### src/rtl/clause_pkg.sv
// Shared widths, types and FSM encoding for the clause dispatch buffer and
// the engine-side queues that reuse its head-window mux.
package clause_pkg;

  localparam int LIT_IDX_MAX     = 1024;
  localparam int CLA_LENGTH      = 3;
  localparam int NUM_ENGINE      = 4;
  localparam int VARIABLE_LENGTH = $clog2(LIT_IDX_MAX) + 1;
  localparam int CLA_W           = CLA_LENGTH * VARIABLE_LENGTH;
  localparam int DEPTH           = 16;
  localparam int PTR_W           = $clog2(DEPTH);
  localparam int CNT_W           = PTR_W + 1;
  localparam int ENG_CNT_W       = $clog2(NUM_ENGINE) + 1;

  typedef logic [CLA_W-1:0]     clause_t;
  typedef logic [ENG_CNT_W-1:0] eng_cnt_t;
  typedef logic [PTR_W-1:0]     ptr_t;
  typedef logic [CNT_W-1:0]     cnt_t;

  typedef enum logic [1:0] {
    IDLE   = 2'd0,
    STREAM = 2'd1,
    FLUSH  = 2'd2,
    DONE   = 2'd3
  } dispatch_state_e;

endpackage

### src/rtl/clause_window_mux.sv
// Combinational head window: the up-to-NUM_ENGINE oldest entries starting at
// rd_ptr, zero-filled beyond the number of valid entries.
module clause_window_mux
  import clause_pkg::*;
(
  input  ptr_t                     rd_ptr,
  input  clause_t                  mem [DEPTH],
  input  cnt_t                     count,
  output clause_t [NUM_ENGINE-1:0] window,
  output eng_cnt_t                 cnt_out
);

  always_comb begin
    cnt_out = (count >= CNT_W'(NUM_ENGINE)) ? eng_cnt_t'(NUM_ENGINE) : eng_cnt_t'(count);
    for (int i = 0; i < NUM_ENGINE; i++) begin
      // NOTE: default every slot first so an invalid slot never holds a stale value (no latch).
      window[i] = '0;
      // Pointer arithmetic is PTR_W wide, so the index wraps 15 -> 0 by itself.
      if (eng_cnt_t'(i) < cnt_out) window[i] = mem[rd_ptr + ptr_t'(i)];
    end
  end

endmodule

### src/rtl/clause_dispatch_fifo.sv
// Multi-pop clause buffer feeding the arbiter: one push per cycle, up to
// NUM_ENGINE pops per cycle, end-of-stream tracking and sticky protocol errors.
module clause_dispatch_fifo
  import clause_pkg::*;
(
  input  logic                     clock,
  input  logic                     reset,
  input  logic                     push_valid,
  input  clause_t                  push_clause,
  output logic                     push_ready,
  input  logic                     load_done,
  output clause_t [NUM_ENGINE-1:0] clause_distributed,
  output eng_cnt_t                 clause_cnt_out,
  input  eng_cnt_t                 clause_accept_in,
  output logic                     dispatch_en,
  output logic                     all_dispatched,
  output logic                     err_push_ovf,
  output logic                     err_pop_unf
);

  clause_t         mem [DEPTH];
  ptr_t            rd_ptr;
  ptr_t            wr_ptr;
  cnt_t            count;
  cnt_t            count_next;
  dispatch_state_e state;
  logic            push_fire;
  logic            pop_unf;
  eng_cnt_t        pop;

  // Everything the arbiter sees is derived from registered state only.
  always_comb begin
    push_ready = (count < CNT_W'(DEPTH)) && (state != FLUSH);
    push_fire  = push_valid && push_ready;
    pop_unf    = clause_accept_in > clause_cnt_out;
    pop        = pop_unf ? clause_cnt_out : clause_accept_in;
    count_next = count + CNT_W'(push_fire) - CNT_W'(pop);
  end

  assign dispatch_en    = (state == STREAM) || (state == FLUSH);
  assign all_dispatched = (state == DONE);

  // NOTE: the storage array is deliberately left out of reset; validity is
  // tracked by count, and a resettable array would cost a reset net per bit.
  always_ff @(posedge clock) begin
    if (push_fire) mem[wr_ptr] <= push_clause;
  end

  always_ff @(posedge clock) begin
    if (reset) begin
      rd_ptr       <= '0;
      wr_ptr       <= '0;
      count        <= '0;
      state        <= IDLE;
      err_push_ovf <= 1'b0;
      err_pop_unf  <= 1'b0;
    end else begin
      // NOTE: non-blocking throughout so every register sees pre-edge values.
      if (push_fire) wr_ptr <= wr_ptr + ptr_t'(1);
      rd_ptr <= rd_ptr + ptr_t'(pop);
      count  <= count_next;
      if (pop_unf) err_pop_unf <= 1'b1;
      // Refusal during FLUSH is expected back-pressure, not an overflow.
      if (push_valid && !push_ready && state != FLUSH) err_push_ovf <= 1'b1;

      case (state)
        IDLE: begin
          if (load_done)      state <= (count_next == '0) ? DONE : FLUSH;
          else if (push_fire) state <= STREAM;
        end
        STREAM: begin
          if (load_done) state <= (count_next == '0) ? DONE : FLUSH;
        end
        FLUSH: begin
          if (count_next == '0) state <= DONE;
        end
        DONE:    state <= IDLE;
        default: state <= IDLE;
      endcase
    end
  end

  clause_window_mux u_window (
    .rd_ptr  (rd_ptr),
    .mem     (mem),
    .count   (count),
    .window  (clause_distributed),
    .cnt_out (clause_cnt_out)
  );

endmodule

### config.mk
export PLATFORM = sky130hd
export DESIGN_NAME = clause_dispatch_fifo
export DESIGN_NICKNAME = d
export VERILOG_FILES = /design/src/rtl/clause_pkg.sv /design/src/rtl/clause_window_mux.sv /design/src/rtl/clause_dispatch_fifo.sv
export SDC_FILE = /design/constraint.sdc
export NUM_CORES = 1
export LEC_CHECK = 0
export CAP_MARGIN = 40
export CORE_MARGIN = 2
export CORE_UTILIZATION = 35
export CTS_CLUSTER_SIZE = 28
export DETAILED_ROUTE_END_ITERATION = 16
export DONT_BUFFER_PORTS = 1
export PLACE_DENSITY_LB_ADDON = 0.25
export SYNTH_ARGS = -nofsm -noshare
export SYNTH_HDL_FRONTEND = slang
export SYNTH_SLANG_ARGS = --single-unit
### constraint.sdc
create_clock -name clock -period 4.3 [get_ports clock]
set_input_delay 0.215 -clock clock [delete_from_list [all_inputs] [get_ports clock]]
set_output_delay 0.215 -clock clock [all_outputs]
set_load 0.01 [all_outputs]
# Word-level counts from Yosys, hierarchy flattened
# Cells that the tools add are included.
# word_totals
elab_cells,91
inputBits,40
register_bits,545
out_inout_bits,140
# op_classes
add_sub_neg,7
muxes,27
n_bitwise,5
n_lt_le_gt_ge,13
reduce_logical,10
eq_ne,7
# ops
cell,count
33-bit binary-select mux with 4-bit select,4
528-bit bitwise mux,1
33-bit 2-to-1 mux,13
33-bit demux with 4-bit select,1
5-bit greater-or-equal comparator (second input constant),5
4-bit inverter with 5-bit output,5
4-bit by 1-bit adder with 4-bit output (second input constant),2
4-bit by 2-bit adder with 4-bit output (second input constant),2
2-bit 2-to-1 mux,4
2-bit case mux with 4 select lines,1
1-bit by 3-bit less-than comparator with 1-bit output (first input constant),2
2-bit by 3-bit less-than comparator with 1-bit output (first input constant),2
3-bit 2-to-1 mux,2
5-bit by 1-bit adder with 5-bit output,1
5-bit by 3-bit greater-or-equal comparator with 1-bit output (second input constant),1
1-bit logical AND,5
5-bit logical NOT,1
5-bit by 1-bit less-than comparator with 1-bit output (second input constant),1
5-bit less-than comparator (second input constant),1
5-bit by 3-bit subtractor with 5-bit output,1
4-bit by 3-bit adder with 4-bit output,1
2-bit == test (second input constant),2
2-bit inequality test (second input constant),2
3-bit > comparator,1
8 further kinds,8

# Longest topological paths before layout
# Gate-level depths: netlist of run 1.
# depth
depth_word,9
ltp_mapped,18
depth_no_buf,17

# Modules after synthesis
# A second synthesis of run 1 with hierarchy kept.
# hier_totals
cells_unflattened,1817
hier_area_um2,34623.2
# modules_own_cells
module,seq_area_each_um2,n_inst,cells_each,area_each_um2
clause_window_mux,0.0,1,1143,17534.3
clause_dispatch_fifo,16195.5,1,674,17088.9

# Least setup slack after synthesis of run 1
# No wires, ideal clock.
# synth_path
path_type,reg-to-reg
startpoint,reg state[0]
endpoint,"reg mem[396] (netlist bit), enable pin"
arrival_ns,3.765
stages_incl_launch_ff,8
path_buffers,1
setup_time_ns,0.464
period_less_slack_ns,4.230
slack_ns,0.070
required_time_ns,3.836
path_cell_list,dfxtp_1 -> inv_1 -> ha_1 -> nor2_1 -> and2_1 -> clkbuf_1 -> nand2_1 -> nor3_1
# synth_via
elab_chain_len,3
# synth_rtl
item,line_no,source
"start, declared",clause_dispatch_fifo.sv:26,dispatch_state_e state;
"start signal, assigned",clause_dispatch_fifo.sv:68,if (load_done) state <= (count_next == '0) ? DONE : FLUSH;
"start signal, assigned",clause_dispatch_fifo.sv:72,if (load_done) state <= (count_next == '0) ? DONE : FLUSH;
2-bit inequality test,clause_dispatch_fifo.sv:33,push_ready = (count < CNT_W'(DEPTH)) && (state != FLUSH);
1-bit logical AND,clause_dispatch_fifo.sv:33,
named net push_ready,clause_dispatch_fifo.sv:10,"output logic push_ready,"
1-bit logical AND,clause_dispatch_fifo.sv:34,push_fire = push_valid && push_ready;
"end signal, assigned by index",clause_dispatch_fifo.sv:46,if (push_fire) mem[wr_ptr] <= push_clause;
"end, declared",clause_dispatch_fifo.sv:21,clause_t mem [DEPTH];
# The timed path passes the listed nets, and every way through them passes these cells.
# A chain may end at the register's enable or synchronous reset.

==> results of run 1 <==
[power groups by stage]
stage / sequential, uW / combinational, uW / clock, uW
2_1_floorplan: 6290 / 11300 / 0
3_3_place_gp: 6430 / 16800 / 0
3_5_place_dp: 6450 / 16900 / 0
4_1_cts: 6340 / 17100 / 5640
5_1_grt: 6360 / 18000 / 5850
6_report: 6340 / 17000 / 5530
[cells in the mapped netlist (19+ instances only)]
cell	instances	share of area [%]
a21oi_1	19	0.28
nor2_1	27	0.30
mux2i_1	106	3.1
edfxtp_1	528	46
nand2_1	53	0.58
mux4_2	539	35
clkbuf_1	66	0.72
a211oi_1	171	3.7
ha_1	26	0.95
nor2b_1	127	2.3
buf_2	83	1.2
buf_4	32	0.70
[cells by family (layout without fill, tap and decap cells)]
family | after synthesis | after routing | synth area share (%)
mux | 665 | 665 | 39.09
flops | 545 | 545 | 47.15
compound gates | 257 | 257 | 5.494
simple gates | 235 | 235 | 3.661
buf+inv | 217 | 334 | 3.188
fa+ha+maj | 28 | 28 | 1.064
xor+xnor | 12 | 12 | 0.3497
other cells | 0 | 1 | 0
[per-layer routing]
metal	track usage, %	share of wire [%]
met4	6.391	3.0
met2	35.43	50
met3	4.409	8.4
met1	27.31	39
met5	0	0.049
[metrics by stage]
step	utilization (%)	hold WS (ps)
final	40.58	35.62
after global routing	40.58	50.00
after CTS	40.56	1.384
after detailed placement	38.01	289.2
after global placement	37.87	290.9
after floorplan	-	286.6
[cell type report]
cell class / count / share of cell area (%)
antenna: 1 / 0.006358
clock buffer: 67 / 3.882
clock inverter: 42 / 1.472
inverter: 18 / 0.1717
multi-input combinational: 1197 / 43.98
sequential: 545 / 41.19
tap: 1276 / 4.056
timing repair buffer: 207 / 5.245
[registers in the layout, indices dropped and copies added, names as in the netlist]
signal        cells
rd_ptr            4
err_push_ovf      1
wr_ptr            4
mem             528
err_pop_unf       1
count             5
state             2
[final timing paths]
check	to	slack (ps)	cells after the start
worst max register to register	state[0]	330	18
worst min register to register	err_pop_unf	510	2
worst min-delay path	wr_ptr[0]	40	4
worst max-delay path	clause_distributed[88]	320	6
[what timing repair did]
action / CTS / global route
setup endpoints to repair: 0 / 2
endpoints found under the hold margin: 545 / 0
resized for setup: 0 / 3
hold buffers: 37 / 0
[worst max-delay path: cells and delay by family (launching register included)]
family | cells | cell delay, ps
fa+ha+maj | 1 | 800
simple gates | 2 | 250
compound gates | 1 | 740
flops | 1 | 650
mux | 1 | 350
buf+inv | 1 | 250
[layout by cell type (no fill, tap or decap), drive strengths merged, types with 2 or more instances in the layout]
master,n
nand4,2
o21a,3
a31oi,3
nor3,10
mux2,20
a221oi,6
mux2i,106
a21oi,19
fa,2
a21o,8
dlygate4sd3,37
xor2,6
a21boi,6
nor2b,127
clkinv,25
o21ai,12
dfxtp,17
xnor2,6
and3,8
mux4,539
inv,20
clkinvlp,2
nand2,53
bufinv,13
or3,2
buf,170
nand2b,2
a311oi,17
and2,2
a211oi,171
o22ai,5
edfxtp,528
nor2,27
ha,26
clkbuf,67
==> flow_summary.toml, run 1 <==
[min_path]
hp-class = "in2reg"
hp-start = "push_valid"

[yosys]
synth_area_per_cell_sq_um = 17.53
synth_edf_count = 528
synth_cell_type_count = 49
synth-main-ff-cell = "edfxtp_1"
synth_warnings = 0
ys_ff_latch = 545
yosysSeqAreaShare_pct = 47.15
synth_nets = 2027
synthArstFlopShare_pct = 0
syn-instance-count = 1959
netlist_area_sq_um = 34350

[clocking]
root_buffer = "clkbuf_16"
cts_buffers = 59
clock_latency_ps = 670
cts_buffer_depth = 3
cts_tree = "done"
cts.clk_slew.worst_paths_ps = 60
clock-sinks = 545
post_cts_buffers = 0
cts_max_level = 2

[placed_design]
port_buffers = 0
place_inst = 3206
dp_hpwl_um = 65640
routabilityCongestion = 0.8160
dpl_worst_slack_ps = 237.8
placed_cell_area_sq_um = 36870

[critical_path]
crit_fanout = 52
startpoint_type = "flip-flop"
crit_start = "rd_ptr[2]"
cp.required_ps = 4090
slowest_delay_ps = 800
critPathCaptureType = "output port"
path_cells = "ha_4 -> mux4_2 -> nand2_1 -> and3_1 -> a211oi_1 -> buf_4"
critical_path.slowest_cell = "ha_4"
critPathKind = "reg2out"
r2r_start = "count[3]"
critPathArrivalTime_ps = 3770

[timing]
finalSetupViolCount = 0
drv_slew = 0
hold_viol = 0
clock.fmax_ghz = 0.2511
max-slew-margin-rel_pct = 37.07
finalClockSkew_ps = 44.16
fin_ws_ps = 316.9
period_share_pct = 92.63
setup_tns_ps = 0
grt_setup_unrepaired = "false"
period_minus_slack_ps = 3983
tightest_slew_ps = 938.3

[global_routing]
grt_pass1_vias = 21750
grt.total_usage_pct = 21.01
grt_max_degree = 114
grt_pass1_wl_um = 153100
antenna_found_initial = 6
overflow = 0

[floorplan]
die_area_sq_um = 100700
coreArea_sq_um = 96990
die_w_um = 317.3
die_y_um = 317.3
initial_core_util_pct = 35.41
pin_count = 180
num_rows = 114

[power]
clkPwrFrac_pct = 19.2
p_sw_share_pct = 41.05
p_int_uw = 17000
total_power_uw = 28840
p_switching_uw = 11840
combPwrFrac_pct = 58.8
power.leakage_uw = 0.01194
ir_drop_v = 0.0004495
power_density_nw_per_um2 = 732.7
p_seq_share_pct = 22.0

[layout]
finalNetCount = 2096
final_cells = 3353
layout-drive-gt1-share_pct = 40.90
finalInstanceArea_sq_um = 39360
seq_area_sq_um = 16210
fill_cells = 8597
area_growth_pct = 14.60
multiInputGateArea_sq_um = 17310

[routing]
drc = 0
drt-total-wl_um = 106700
num_vias = 21690
drt_iter0_drc = 2126
firstDrtPassIters = 5
wl_per_cell_um = 31.83
via_per_inst = 6.469
drtAntennaViolNets = 0

[outcome]
status = "finished, final reports clean"

[job]
maxCapViolCount = 0
Note: power is estimated with default switching activity, not from simulation.
==> run 2: changes to the inputs <==
- GPL_TIMING_DRIVEN: unset -> 0
==> run 2 against run 1 <==
The flow now finishes with violations (setup timing); register-to-register slack worse by 160 ps; maximum frequency is 8.8% lower; clock power is 5.6% higher; via count is 16% higher; critical path type unchanged; critical endpoint is now clause_distributed[97]; largest power group unchanged.
==> flow_summary.toml, run 2 (synthesized netlist as in run 1, its figures left out) <==
[layout]
multiInputGateArea_sq_um = 17740
layout-drive-gt1-share_pct = 46.43
postLayoutCoreUtil_pct = 42.69
largestRegisters = "mem x528, count x5"
largest_register = "mem"
seq_area_sq_um = 16200
fill_cells = 8456
finalNetCount = 2277
area_growth_pct = 20.57
layout_commonest_cell = "mux4_2"
final_cells = 3533
largest_register_ffs = 528
final_cell_mix = "mux4_2, edfxtp_1, nor2b_1"

[timing]
fin_ws_ps = -67.56
finalClockSkew_ps = 21.65
max-slew-margin-rel_pct = 34.33
period_share_pct = 101.6
setup_tns_ps = -76.51
grt_setup_unrepaired = "true"
clock.fmax_ghz = 0.2290
finalSetupViolCount = 2
drv_slew = 0
hold_viol = 0
tightest_slew_ps = 985.0
period_minus_slack_ps = 4368

[placed_design]
place_inst = 3372
routabilityCongestion = 0.9136
port_buffers = 0
dp_hpwl_um = 108200

[floorplan]
initial_core_util_pct = 35.41
die_y_um = 317.3
die_w_um = 317.3
coreArea_sq_um = 96990
num_rows = 114
pin_count = 180
die_area_sq_um = 100700

[routing]
drtAntennaViolNets = 0
drc = 0
wl_per_cell_um = 43.69
firstDrtPassIters = 8
drt-total-wl_um = 154400
drt_iter0_drc = 3948
num_vias = 25190
via_per_inst = 7.130

[global_routing]
antenna_found_initial = 8
grt_busiest_layer = "met2"
grt_pass1_wl_um = 206400
grt.total_usage_pct = 30.47
grt_max_degree = 20
overflow = 0
use_met1_pct = 37.58
grt_pass1_vias = 24530
gr-usage-met3_pct = 11.41
grt_use_met2_pct = 46.47

[power]
combPwrFrac_pct = 64.5
clkPwrFrac_pct = 17.1
power_density_nw_per_um2 = 822.1
p_switching_uw = 15970
p_sw_share_pct = 46.92
ir_drop_v = 0.0005834
p_int_uw = 18070
power.leakage_uw = 0.01285
p_seq_share_pct = 18.4
total_power_uw = 34040

[clocking]
cts.clk_slew.worst_paths_ps = 60
cts_buffer_depth = 3
root_buffer = "clkbuf_16"
cts_buffers = 67
cts_max_level = 3
clock_latency_ps = 610
cts_tree = "done"
clock-sinks = 545

[min_path]
hp-class = "in2reg"

[outcome]
violations = "setup timing"
status = "complete, but fails checks"

[critical_path]
critPathKind = "reg2out"
cp.required_ps = 4090
critPathCaptureType = "output port"
critPathArrivalTime_ps = 4150
startpoint_type = "flip-flop"
crit_fanout = 10

[job]
maxCapViolCount = 0
==> run 2: changes by cell type in the layout (fill, tap and decap cells not counted), moves of 16 or more <==
cell	delta
a211oi_1	-70
a211oi_2	+68
a311oi_1	-16
a311oi_2	+16
buf_2	+57
buf_4	-67
buf_6	+61
buf_8	+40
clkbuf_1	+55
==> run 2: power by group through the flow <==
stage	Clock [uW]	Sequential [uW]	Combinational (uW)
4_1_cts	5870	6240	21100
2_1_floorplan	0	6290	11300
3_5_place_dp	0	6340	19700
3_3_place_gp	0	6370	18500
6_report	5840	6250	22000
5_1_grt	6070	6260	22300
==> run 2: routing by layer <==
metal | vias up | part of all wire [%]
li1 | 9086 | -
met1 | 13200 | 34
met2 | 2398 | 45
met3 | 500 | 14
met4 | 8 | 6.2
met5 | - | 0.036
==> run 2: stage by stage <==
stage                     hold slack (ps)  instance area [sq um]  setup slack [ps]
after floorplan                     286.6                  34350             70.41
final                               57.88                  41410            -67.56
after CTS                           41.29                  41120            -46.97
after global routing                61.22                  41410            -29.94
after global placement              289.2                  35940             -4637
after detailed placement            290.5                  37780             -1605
==> run 2: worst max-delay path: stages, from the launching register on <==
cell and delay (ps):
dfxtp_4 430, buf_8 210, buf_12 210, inv_4 130
clkbuf_4 220, buf_6 190, ha_2 380, clkbuf_2 160
buf_6 150, buf_4 240, buf_8 200, o21ai_1 110
a21oi_1 200, nor3_1 90, a211oi_2 360, buf_4 220
==> run 2: final timing paths <==
| check | startpoint | endpoint | slack (ps) | depth (start not counted) |
|---|---|---|---|---|
| setup / recovery | rd_ptr[1] | clause_distributed[97] | -70 | 15 |
| hold / removal | clause_accept_in[0] | rd_ptr[0] | 60 | 3 |
| setup reg to reg | count[4] | state[0] | 170 | 18 |
| hold reg to reg | err_pop_unf | err_pop_unf | 510 | 2 |
==> run 2: final cells by class <==
cell class	instances	area share [%]
Multi-Input combinational cell	1197	42.85
Timing Repair Buffer	184	5.263
Antenna cell	2	0.01209
Tap cell	1276	3.855
Clock buffer	79	4.260
Inverter	18	0.1692
Buffer	196	3.408
Clock inverter	36	1.061
Sequential cell	545	39.12
==> run 2: what timing repair did <==
| item | in CTS | in global routing |
|---|---|---|
| pin swaps | 14 | 4 |
| setup buffers | 4 | 4 |
| endpoints found under the hold margin | 538 | 0 |
| hold buffers | 37 | 0 |
| gates resized for setup | 185 | 54 |
| setup endpoints to repair | 101 | 74 |
